`src/rtl/sdm_pkg.sv`:
```
// Shared widths, full-scale constants and the integrator clamp for the
// second-order sigma-delta transmitter.
package sdm_pkg;
  localparam int SDM_OVERSAMPLE = 256;
  localparam int SDM_DATA_WIDTH = 16;
  localparam int SDM_ACC_WIDTH  = SDM_DATA_WIDTH + 4;
  localparam int SDM_SUM_WIDTH  = SDM_ACC_WIDTH + 2;

  typedef logic signed [SDM_DATA_WIDTH-1:0] sdm_data_t;
  typedef logic signed [SDM_ACC_WIDTH-1:0]  sdm_acc_t;
  typedef logic signed [SDM_SUM_WIDTH-1:0]  sdm_sum_t;

  localparam sdm_sum_t SDM_FS      = sdm_sum_t'(2**(SDM_DATA_WIDTH-1));
  localparam sdm_sum_t SDM_ACC_MAX = sdm_sum_t'(2**(SDM_ACC_WIDTH-1) - 1);
  localparam sdm_sum_t SDM_ACC_MIN = sdm_sum_t'(-(2**(SDM_ACC_WIDTH-1)));

  function automatic sdm_acc_t sat_acc(input sdm_sum_t s);
    if (s > SDM_ACC_MAX)
      return sdm_acc_t'(SDM_ACC_MAX);
    else if (s < SDM_ACC_MIN)
      return sdm_acc_t'(SDM_ACC_MIN);
    else
      return sdm_acc_t'(s);
  endfunction
endpackage

```
`src/rtl/sdm2_core.sv`:
```
// Boser-Wooley CIFB second-order loop: two clamped integrators and a
// sign quantiser, all updated from the previous cycle's registers.
module sdm2_core
  import sdm_pkg::*;
(
  input  logic      clk,
  input  logic      reset_n,
  input  sdm_data_t x,
  output logic      out
);
  sdm_acc_t i1, i2;
  sdm_acc_t i1_n, i2_n;
  sdm_sum_t v, sum1, sum2;

  always_comb begin
    v    = out ? SDM_FS : -SDM_FS;
    sum1 = sdm_sum_t'(i1) + sdm_sum_t'(x) - v;
    sum2 = sdm_sum_t'(i2) + sdm_sum_t'(i1) - (v <<< 1);
  end

  assign i1_n = sat_acc(sum1);
  assign i2_n = sat_acc(sum2);

  always_ff @(posedge clk) begin
    if (!reset_n) begin
      i1  <= '0;
      i2  <= '0;
      out <= 1'b0;
    end else begin
      i1  <= i1_n;
      i2  <= i2_n;
      out <= ~i2_n[SDM_ACC_WIDTH-1];
    end
  end
endmodule

```
`src/rtl/sdm2_tx.sv`:
```
// Sigma-delta transmitter top: frame counter, single-entry sample buffer
// with valid/ready intake, zero-order hold register and sticky underrun.
module sdm2_tx
  import sdm_pkg::*;
#(
  parameter int OVERSAMPLE  = SDM_OVERSAMPLE,
  parameter int DATA_WIDTH  = SDM_DATA_WIDTH,
  parameter int CLOCK_WIDTH = $clog2(OVERSAMPLE)
) (
  input  logic                         clk,
  input  logic                         reset_n,
  input  logic signed [DATA_WIDTH-1:0] in_data,
  input  logic                         in_valid,
  output logic                         in_ready,
  output logic                         out,
  output logic                         frame_strobe,
  output logic                         underrun
);
  localparam logic [CLOCK_WIDTH-1:0] CNT_LAST = CLOCK_WIDTH'(OVERSAMPLE - 1);

  logic [CLOCK_WIDTH-1:0]       cnt;
  logic signed [DATA_WIDTH-1:0] x;
  logic signed [DATA_WIDTH-1:0] buf_data;
  logic                         buf_full;
  logic                         frame_end;
  logic                         accept;

  assign frame_end = (cnt == CNT_LAST);
  assign in_ready  = !buf_full || frame_end;
  assign accept    = in_valid && in_ready;

  // A sample accepted on frame_end lands in buf_data; it never skips to x.
  always_ff @(posedge clk) begin
    if (!reset_n) begin
      cnt          <= '0;
      x            <= '0;
      buf_data     <= '0;
      buf_full     <= 1'b0;
      frame_strobe <= 1'b0;
      underrun     <= 1'b0;
    end else begin
      cnt          <= cnt + CLOCK_WIDTH'(1);
      frame_strobe <= frame_end;
      if (frame_end) begin
        if (buf_full) begin
          x        <= buf_data;
          buf_full <= 1'b0;
        end else begin
          underrun <= 1'b1;
        end
      end
      if (accept) begin
        buf_data <= in_data;
        buf_full <= 1'b1;
      end
    end
  end

  sdm2_core u_core (
    .clk     (clk),
    .reset_n (reset_n),
    .x       (x),
    .out     (out)
  );
endmodule
```
`config.mk`:
```
export PLATFORM = sky130hd
export DESIGN_NAME = sdm2_tx
export DESIGN_NICKNAME = d
export VERILOG_FILES = /design/src/rtl/sdm_pkg.sv /design/src/rtl/sdm2_core.sv /design/src/rtl/sdm2_tx.sv
export SDC_FILE = /design/constraint.sdc
export NUM_CORES = 1
export LEC_CHECK = 0
export CORE_MARGIN = 2
export CORE_UTILIZATION = 45
export DETAILED_ROUTE_END_ITERATION = 8
export PLACE_DENSITY_LB_ADDON = 0.1
export SYNTH_ARGS = -nofsm -noshare
export SYNTH_HDL_FRONTEND = slang
export SYNTH_SLANG_ARGS = --single-unit
```
`constraint.sdc`:
```
create_clock -name clk -period 8.65 [get_ports clk]
set_input_delay 0.865 -clock clk [delete_from_list [all_inputs] [get_ports clk]]
set_output_delay 0.865 -clock clk [all_outputs]
set_load 0.02 [all_outputs]
```
# Word-level counts from Yosys, hierarchy flattened

Index checks and enable logic that the tools add are counted.

Register bits: 84
Bits of input ports: 19
Output and inout port bits: 4
Logic and storage cells: 37

Add/subtract/negate cells: 5
$lt $le $gt $ge: 4
Eq/ne operators: 1
Multiplexer cells: 7
Bitwise operators: 3
Reduce and logical (&&, ||, !) cells: 7

Operators with widths:

| operator                                                                          | number |
|---|---|
| 20-bit 2-to-1 mux                                                                 | 3 |
| 22-bit by 20-bit greater-than comparator with 1-bit output, second input constant | 2 |
| 22-bit by 20-bit less-than comparator with 1-bit output, second input constant    | 2 |
| 22-bit subtractor                                                                 | 2 |
| 22-bit 2-to-1 mux                                                                 | 1 |
| 20-bit by 16-bit adder with 21-bit output                                         | 1 |
| 20-bit by 20-bit adder with 21-bit output                                         | 1 |
| 19-bit 2-to-1 mux                                                                 | 1 |
| 8-bit by 1-bit adder with 8-bit output, second input constant                     | 1 |
| 8-bit equality test, second input constant                                        | 1 |
| 2-bit AND reduction                                                               | 2 |
| 1-bit NOT                                                                         | 3 |
| 1-bit 2-to-1 mux                                                                  | 2 |
| 2-bit nonzero test                                                                | 1 |
| 2-bit OR reduction                                                                | 1 |
| 1-bit logical AND                                                                 | 1 |
| 1-bit zero test                                                                   | 1 |
| 1-bit logical OR                                                                  | 1 |

# Logic depth before layout (Yosys ltp)

Gate-level depths: netlist of the first run.

Depth in word-level cells: 6
Gate-level depth with buffers: 21
Mapped depth without buffers: 20

# Cells and area by module

A second synthesis of the first run with hierarchy kept.

Cell total of the unflattened synthesis: 604
Area total of the unflattened synthesis: 5331.4 sq um

Modules (own cells, without submodules):

| module    | times used | cells an instance | area each (sq um) | sequential area each (sq um) |
|---|---|---|---|---|
| sdm2_core | 1          | 436               | 3669.8            | 820.8 |
| sdm2_tx   | 1          | 168               | 1661.6            | 860.8 |

# Least setup slack after synthesis of the first run

Ideal clock, no wire load.

Kind: register to register
From: register u_core.i1[7]
To: register u_core.i1[10]
Library setup time: 0.121 ns
Arrival: 4.238 ns
Data required time: 8.529 ns
Path slack: 4.291 ns
Stages on the path, launching flop included: 20
Period minus slack after synthesis: 4.359 ns
Cells stage by stage: dfxtp_1 ha_1 a21o_1 a21o_1 a21o_1 nor3_1 a211oi_1 o31ai_1 a21oi_1 o31a_1 ha_1 a21oi_1 o21ai_0 a2111oi_0 a21oi_1 and3_1 and3_1 a311oi_2 buf_2 o21ai_1

Word-level cells in the longest chain between the ends: 5

Ends and longest elaborated chain:

| what                                                    | line            | source |
|---|---|---|
| start: declaration                                      | sdm2_core.sv:11 | `sdm_acc_t i1, i2;` |
| start signal: assignment                                | sdm2_core.sv:30 | `i1 <= i1_n;` |
| 20-bit by 16-bit adder with 21-bit output (*)           | sdm2_core.sv:17 | `sum1 = sdm_sum_t'(i1) + sdm_sum_t'(x) - v;` |
| 22-bit subtractor (*)                                   | sdm2_core.sv:17 |  |
| 22-bit by 20-bit less-than comparator with 1-bit output | sdm_pkg.sv:20   | `else if (s < SDM_ACC_MIN)` |
| 20-bit 2-to-1 mux                                       | sdm_pkg.sv:20   |  |
| 19-bit 2-to-1 mux (*)                                   | sdm_pkg.sv:18   | `if (s > SDM_ACC_MAX)` |

Every way passes the cells marked *; elsewhere a longest branch is shown, timed or not.
A chain may end at the register's enable or synchronous reset.

# Worst setup path after layout of the first run

From: register u_core.i1[7]
To: register u_core.i1[3]

Same word-level chain as after synthesis.

==> summary.md, run 1 <==
| Metric | Value |
|---|---|
| Commonest non-fill, non-tap cell in the layout | `sky130_fd_sc_hd__nand2_1` |
| Count of instances resized after the clock tree is built | `0` |
| Worst slew slack as a fraction of its limit | `between 20% and 30%` |
| Number of standard cells after synthesis | `between 600 and 700` |
| Yosys warning total | `0` |
| Final Wtd Congestion | `between 0.8 and 0.9` |
| Number of flops mapped to enable cells by yosys | `0` |
| Average wire per standard cell | `between 10 and 15 um` |
| Post-detailed-routing wire length | `10.91 mm` |
| Starting Density | `roughly 46%` |
| Minimum clock period | `between 5000 and 6000 ps` |
| Category of the most critical setup path | `flip-flop to flip-flop` |
| Post-route fraction of the period consumed by the critical path | `between 60% and 70%` |
| Total of buffers placed on input and output ports | `22` |
| Total setup buffers inserted after CTS | `0` |
| CP Max Fanout | `16` |
| Number of cells in the design after placement | `between 700 and 800` |
| Number of antenna violations at the first check in global routing | `0` |
| Area of the placeable core | `0.01142 sq mm` |
| Register Area | `approximately 0.0017 sq mm` |
| Number of synthesized register bits | `84` |
| Pins over their slew limit | `0` |
| Yosys top cell by area | `sky130_fd_sc_hd__dfxtp_1` |
| Distinct cells, synth | `between 70 and 80` |
| Final instance count without filler cells | `around 800` |
| Horiz. Die Dim | `112.1 um` |
| Leading post-synthesis cells by cell area | `sky130_fd_sc_hd__dfxtp_1 (32%), sky130_fd_sc_hd__ha_1 (12%), sky130_fd_sc_hd__nand2_1 (6.3%)` |
| H-Tree Depth | `3` |
| Ys async rst share | `0%` |
| Clock tree skew after final layout | `between 3 and 4 ps` |
| Yosys top cell area share | `31.96%` |
| Clock Latency Late Sink | `approximately 330 ps` |
| Die Footprint | `0.01257 sq mm` |
| Multi-input gate area in the final layout | `around 0.0034 sq mm` |
| Number of clock buffers inserted by TritonCTS | `9` |
| Startpoint type of the worst setup path | `flip-flop` |
| WP data required | `8810 ps` |
| Area grow syn2layout | `10.87%` |
| Fraction of final layout cells sized beyond drive strength 1 | `under 10%` |
| Endpoint kind of the worst setup timing path | `flip-flop` |
| Status | `finished clean` |
| Pin count of the biggest net entering global routing | `46` |
| Net count reported at finish | `706` |
| Count of pins on the block boundary | `23` |
| Mean post-synth cell area | `about 8.6 sq um` |
| Diodes inserted | `0` |
| Maximum clock path buffer count | `2` |
| Clock tree from TritonCTS | `yes` |
| DRC Markers | `0` |
| Via count of the first global-routing pass | `a little over 4000` |
| RSZ-0062 raised after global routing | `false` |
| Peak per-stage delay on the critical path | `790 ps` |
| First-pass GRT wire length | `about 19 mm` |
| Final setup viols | `0` |
| Sequential cell area fraction in the yosys report | `between 30% and 40%` |
| Max Fclk | `~180 MHz` |
| Y dimension of the die | `between 100 and 150 um` |
| Clock sinks | `84` |
| # fillers | `1122` |
| Total grt overflow | `0` |
| Prevailing post-synth register cell | `sky130_fd_sc_hd__dfxtp_1` |
| First-pass iteration count of the detailed router | `4` |
| Max cap viols | `0` |
| Slowest cell on the critical path | `sky130_fd_sc_hd__a311oi_2` |
| Leading cell types in the layout, fill and taps excluded | `sky130_fd_sc_hd__nand2_1 (89), sky130_fd_sc_hd__dfxtp_1 (84), sky130_fd_sc_hd__a21oi_1 (64)` |
| Net Count, Synth | `around 690` |
| Arrival @ worst endpoint | `around 5600 ps` |
| Crit path cell chain | `ha_1 > a21o_1 > a21o_1 > a21o_1 > nor3_1 > a211oi_1 > o31ai_1 > a21oi_1 > o31a_1 > ha_1 > a21oi_1 > o21ai_0 > a2111oi_0 > a21oi_1 > and3_1 > and3_1 > a311oi_2 > o21ai_0` |
| Post-layout util | `between 50% and 60%` |
| Post-DR vias/cell | `approximately 5.4` |
| DPL Wire Length | `8.407 mm` |
| Setup_tns | `0 ps` |
| Initial drt markers | `about 210` |
| Vias after detailed routing | `~4200` |
| Global-route total usage across every layer | `18.10%` |
| Worst slew pin tran | `roughly 1100 ps` |
| # rows | `39` |
| Path type of the worst min-delay path | `flip-flop to flip-flop` |
| Root buffer cell | `sky130_fd_sc_hd__clkbuf_16` |
| Register clock-pin slew on the reported worst setup and hold paths | `approximately 60 ps` |
| Hold-fix buffer count after cts | `0` |
| Antenna-violating nets left | `0` |
| Synthesized area | `between 0.005 and 0.006 sq mm` |
| Final Hold Fails | `0` |
[per-layer routing]
metal / vias up / track usage (%) / share of wire (%)
met5: - / 0 / 0
met4: 0 / 6.504 / 1.7
met3: 13 / 3.564 / 1.9
met2: 51 / 29.76 / 47
met1: 1905 / 23.77 / 50
li1: 2219 / - / -
[worst paths after layout]
path / start / endpoint / slack (ps) / cells after the start
worst max register to register: u_core.i1[7] / u_core.i1[3] / 3220 / 18
worst max-delay path: u_core.i1[7] / u_core.i1[3] / 3220 / 18
worst min register to register: buf_data[8] / x[8] / 450 / 2
worst min-delay path: buf_data[8] / x[8] / 450 / 2
[metrics by stage]
stage                     hold slack [ps]  setup slack [ps]  area (sq um)
after global placement              440.0              3340          5564
after detailed placement            443.4              3225          5564
final                               449.4              3224          5833
after floorplan                     429.7              4291          5261
after CTS                           452.5              3204          5833
after global routing                467.9              2654          5833
[kinds of logic (layout without fill, tap and decap cells)]
kind of cell / count (synthesis) / in the layout / share of synthesized area (%)
and+or+nand+nor: 193 / 193 / 17.91
xor gates and xnor gates: 44 / 44 / 7.325
adders and majority gates: 56 / 56 / 13.89
muxes: 2 / 2 / 0.3805
buffers and inverters: 42 / 63 / 3.757
AOI/OAI and AO/OA: 193 / 193 / 24.78
DFF: 84 / 84 / 31.96
[sequential cells by signal, summed over array words and instances, names as in the netlist]
signal,flops
buf_full,1
u_core.i2,20
x,16
frame_strobe,1
u_core.i1,20
u_core.out,1
underrun,1
cnt,8
buf_data,16
[layout make-up]
cell class / instances / area share, %
Inverter: 25 / 1.609
Timing Repair Buffer: 23 / 3.904
Clock buffer: 11 / 4.161
Sequential cell: 84 / 28.83
Tap cell: 143 / 3.067
Multi-Input combinational cell: 488 / 57.98
Clock inverter: 4 / 0.4505
[critical path, delay by kind of cell (launching register included)]
family,cells,cell delay (ps)
AOI/OAI and AO/OA,13,3580
adders and majority gates,2,680
DFF,1,330
and+or+nand+nor,3,660
[synth_stat cells, types with 17 or more instances]
cell and number:
sky130_fd_sc_hd__nand2_1 89, sky130_fd_sc_hd__dfxtp_1 84, sky130_fd_sc_hd__a21oi_1 64, sky130_fd_sc_hd__ha_1 52
sky130_fd_sc_hd__o21ai_0 37, sky130_fd_sc_hd__nor2_1 36, sky130_fd_sc_hd__inv_1 25, sky130_fd_sc_hd__xor2_1 23
sky130_fd_sc_hd__xnor2_1 21, sky130_fd_sc_hd__a21o_1 17
Power of run 1 is left out: the tool's default activity adds up to more than one toggle a clock period on the data nets, which glitch-free logic cannot reach.
==> run 2: changes to the inputs <==
==> constraint.sdc (replaced) <==
create_clock -name clk -period 5.05 [get_ports clk]
set_input_delay 0.505 -clock clk [delete_from_list [all_inputs] [get_ports clk]]
set_output_delay 0.505 -clock clk [all_outputs]
set_load 0.02 [all_outputs]
==> run 2 against run 1 <==
  * Global-route usage grew 0.19 points
  * First-iteration DRC count shrank 36%
  * Die area is the same
  * Register-to-register slack lost 2900 ps
  * Clock skew grew 4.6 ps
  * Sequential share of layout area shrank 1.0 points
  * Setup slack lost 2900 ps
  * Critical path type unchanged
==> summary.md, run 2 (synthesis results as in run 1) <==
| Metric | Value |
|---|---|
| Starting Density | `46.08% (unchanged)` |
| Final Wtd Congestion | `0.8282 (was 0.8712)` |
| Total of buffers placed on input and output ports | `22 (unchanged)` |
| Net count reported at finish | `717 (was 706)` |
| Diodes inserted | `0 (unchanged)` |
| First-pass iteration count of the detailed router | `4 (unchanged)` |
| Path type of the worst min-delay path | `flip-flop to flip-flop (unchanged)` |
| Arrival @ worst endpoint | `4960 ps (was 5590 ps)` |
| Post-detailed-routing wire length | `11.23 mm (was 10.91 mm)` |
| Max Fclk | `210.7 MHz (was 184.3 MHz)` |
| Pin count of the biggest net entering global routing | `47 (was 46)` |
| Leading cell types in the layout, fill and taps excluded | `sky130_fd_sc_hd__nand2_1 (89), sky130_fd_sc_hd__dfxtp_1 (84), sky130_fd_sc_hd__a21oi_1 (62) (was sky130_fd_sc_hd__nand2_1 (89), sky130_fd_sc_hd__dfxtp_1 (84), sky130_fd_sc_hd__a21oi_1 (64))` |
| Clock Latency Late Sink | `340 ps (was 330 ps)` |
| H-Tree Depth | `3 (unchanged)` |
| Final setup viols | `0 (unchanged)` |
| Antenna-violating nets left | `0 (unchanged)` |
| # rows | `39 (unchanged)` |
| Number of cells in the design after placement | `769 (was 763)` |
| Clock sinks | `84 (unchanged)` |
| Category of the most critical setup path | `flip-flop to flip-flop (unchanged)` |
| CP Max Fanout | `16 (unchanged)` |
| Worst slew pin tran | `1026 ps (was 1064 ps)` |
| Post-route fraction of the period consumed by the critical path | `94.00% (was 62.73%)` |
| Max cap viols | `0 (unchanged)` |
| Number of clock buffers inserted by TritonCTS | `9 (unchanged)` |
| Root buffer cell | `sky130_fd_sc_hd__clkbuf_16 (unchanged)` |
| Horiz. Die Dim | `112.1 um (unchanged)` |
| WP data required | `5260 ps (was 8810 ps)` |
| Register clock-pin slew on the reported worst setup and hold paths | `60 ps (about the same)` |
| Minimum clock period | `4747 ps (was 5426 ps)` |
| Global-route total usage across every layer | `18.29% (was 18.10%)` |
| Status | `finished clean (unchanged)` |
| Endpoint kind of the worst setup timing path | `flip-flop (unchanged)` |
| # fillers | `1101 (was 1122)` |
| Total grt overflow | `0 (unchanged)` |
| Number of antenna violations at the first check in global routing | `0 (unchanged)` |
| Average wire per standard cell | `14.22 um (was 14.02 um)` |
| Vias after detailed routing | `4308 (was 4188)` |
| Clock tree from TritonCTS | `yes (unchanged)` |
| Count of pins on the block boundary | `23 (unchanged)` |
| Area grow syn2layout | `14.93% (was 10.87%)` |
| Commonest non-fill, non-tap cell in the layout | `sky130_fd_sc_hd__nand2_1 (unchanged)` |
| Via count of the first global-routing pass | `4128 (was 4053)` |
| Y dimension of the die | `112.1 um (unchanged)` |
| Initial drt markers | `132 (was 206)` |
| Post-DR vias/cell | `5.453 (was 5.383)` |
| DRC Markers | `0 (unchanged)` |
| Worst slew slack as a fraction of its limit | `31.59% (was 29.08%)` |
| Top Registers | `u_core.i1 x20, u_core.i2 x20 (unchanged)` |
| Die Footprint | `0.01257 sq mm (unchanged)` |
| Fraction of final layout cells sized beyond drive strength 1 | `11.28% (was 8.661%)` |
| Startpoint type of the worst setup path | `flip-flop (unchanged)` |
| Final instance count without filler cells | `790 (was 778)` |
| DPL Wire Length | `8.435 mm (was 8.407 mm)` |
| Clock tree skew after final layout | `8.271 ps (was 3.652 ps)` |
| Maximum clock path buffer count | `2 (unchanged)` |
| Area of the placeable core | `0.01142 sq mm (unchanged)` |
| Final Hold Fails | `0 (unchanged)` |
| Pins over their slew limit | `0 (unchanged)` |
| First-pass GRT wire length | `19.20 mm (was 18.73 mm)` |
[run 2: worst max-delay path, stage by stage (launching register included)]
cell and delay [ps]:
sky130_fd_sc_hd__dfxtp_1 330, sky130_fd_sc_hd__ha_1 360, sky130_fd_sc_hd__a21o_1 200, sky130_fd_sc_hd__a21o_1 180
sky130_fd_sc_hd__a21o_1 180, sky130_fd_sc_hd__nor3_1 350, sky130_fd_sc_hd__a211oi_4 150, sky130_fd_sc_hd__o31ai_4 330
sky130_fd_sc_hd__a21oi_1 120, sky130_fd_sc_hd__o31a_1 280, sky130_fd_sc_hd__ha_1 310, sky130_fd_sc_hd__a21oi_1 120
sky130_fd_sc_hd__o21ai_1 160, sky130_fd_sc_hd__a2111oi_2 420, sky130_fd_sc_hd__a21oi_2 150, sky130_fd_sc_hd__and3_1 200
sky130_fd_sc_hd__and3_1 180, sky130_fd_sc_hd__a311oi_2 200, sky130_fd_sc_hd__buf_4 270, sky130_fd_sc_hd__o21ai_0 110
[run 2: layout make-up]
class                           instances  area [sq um]  area share, %
Multi-Input combinational cell        488          3422          56.59
Sequential cell                        84          1682          27.81
Tap cell                              143         178.9          2.959
Clock inverter                          5         82.58          1.366
Clock buffer                           11         252.7          4.180
Timing Repair Buffer                   34         335.3          5.545
Inverter                               25         93.84          1.552
[run 2: worst paths after layout]
check / start / endpoint / slack, ps / depth (start not counted)
setup reg to reg: u_core.i1[7] / u_core.i1[4] / 300 / 19
setup / recovery: u_core.i1[7] / u_core.i1[4] / 300 / 19
hold / removal: buf_data[9] / x[9] / 450 / 2
hold reg to reg: buf_data[9] / x[9] / 450 / 2
[run 2: stage by stage]
step / cell area [sq um] / hold slack (ps) / setup slack (ps) / TNS (ps) / util, %
2_1_floorplan: 5261 / 429.7 / 691.4 / 0 / -
3_3_place_gp: 5609 / 442.6 / 16.13 / 0 / 49.12
3_5_place_dp: 5609 / 446.1 / -44.79 / -334.3 / 49.12
4_1_cts: 5954 / 455.5 / 85.70 / 0 / 52.15
5_1_grt: 6047 / 471.3 / -3.922 / -3.922 / 52.96
6_report: 6047 / 454.0 / 303.1 / 0 / 52.96
[run 2: layer usage]
layer,part of all wire [%],up-vias,global-route usage [%]
met5,0,-,0
met4,1.8,0,7.154
met3,2.3,18,2.268
met2,47,49,30.92
met1,48,1988,23.88
li1,-,2253,-
[run 2: what timing repair did]
action	4_1_cts	5_1_grt
pin swaps	0	1
buffers inserted	0	5
gates cloned	0	0
setup endpoints to repair	17	27
resized for setup	2	8
hold buffers	0	0
Power of run 2 is left out for the same reason.
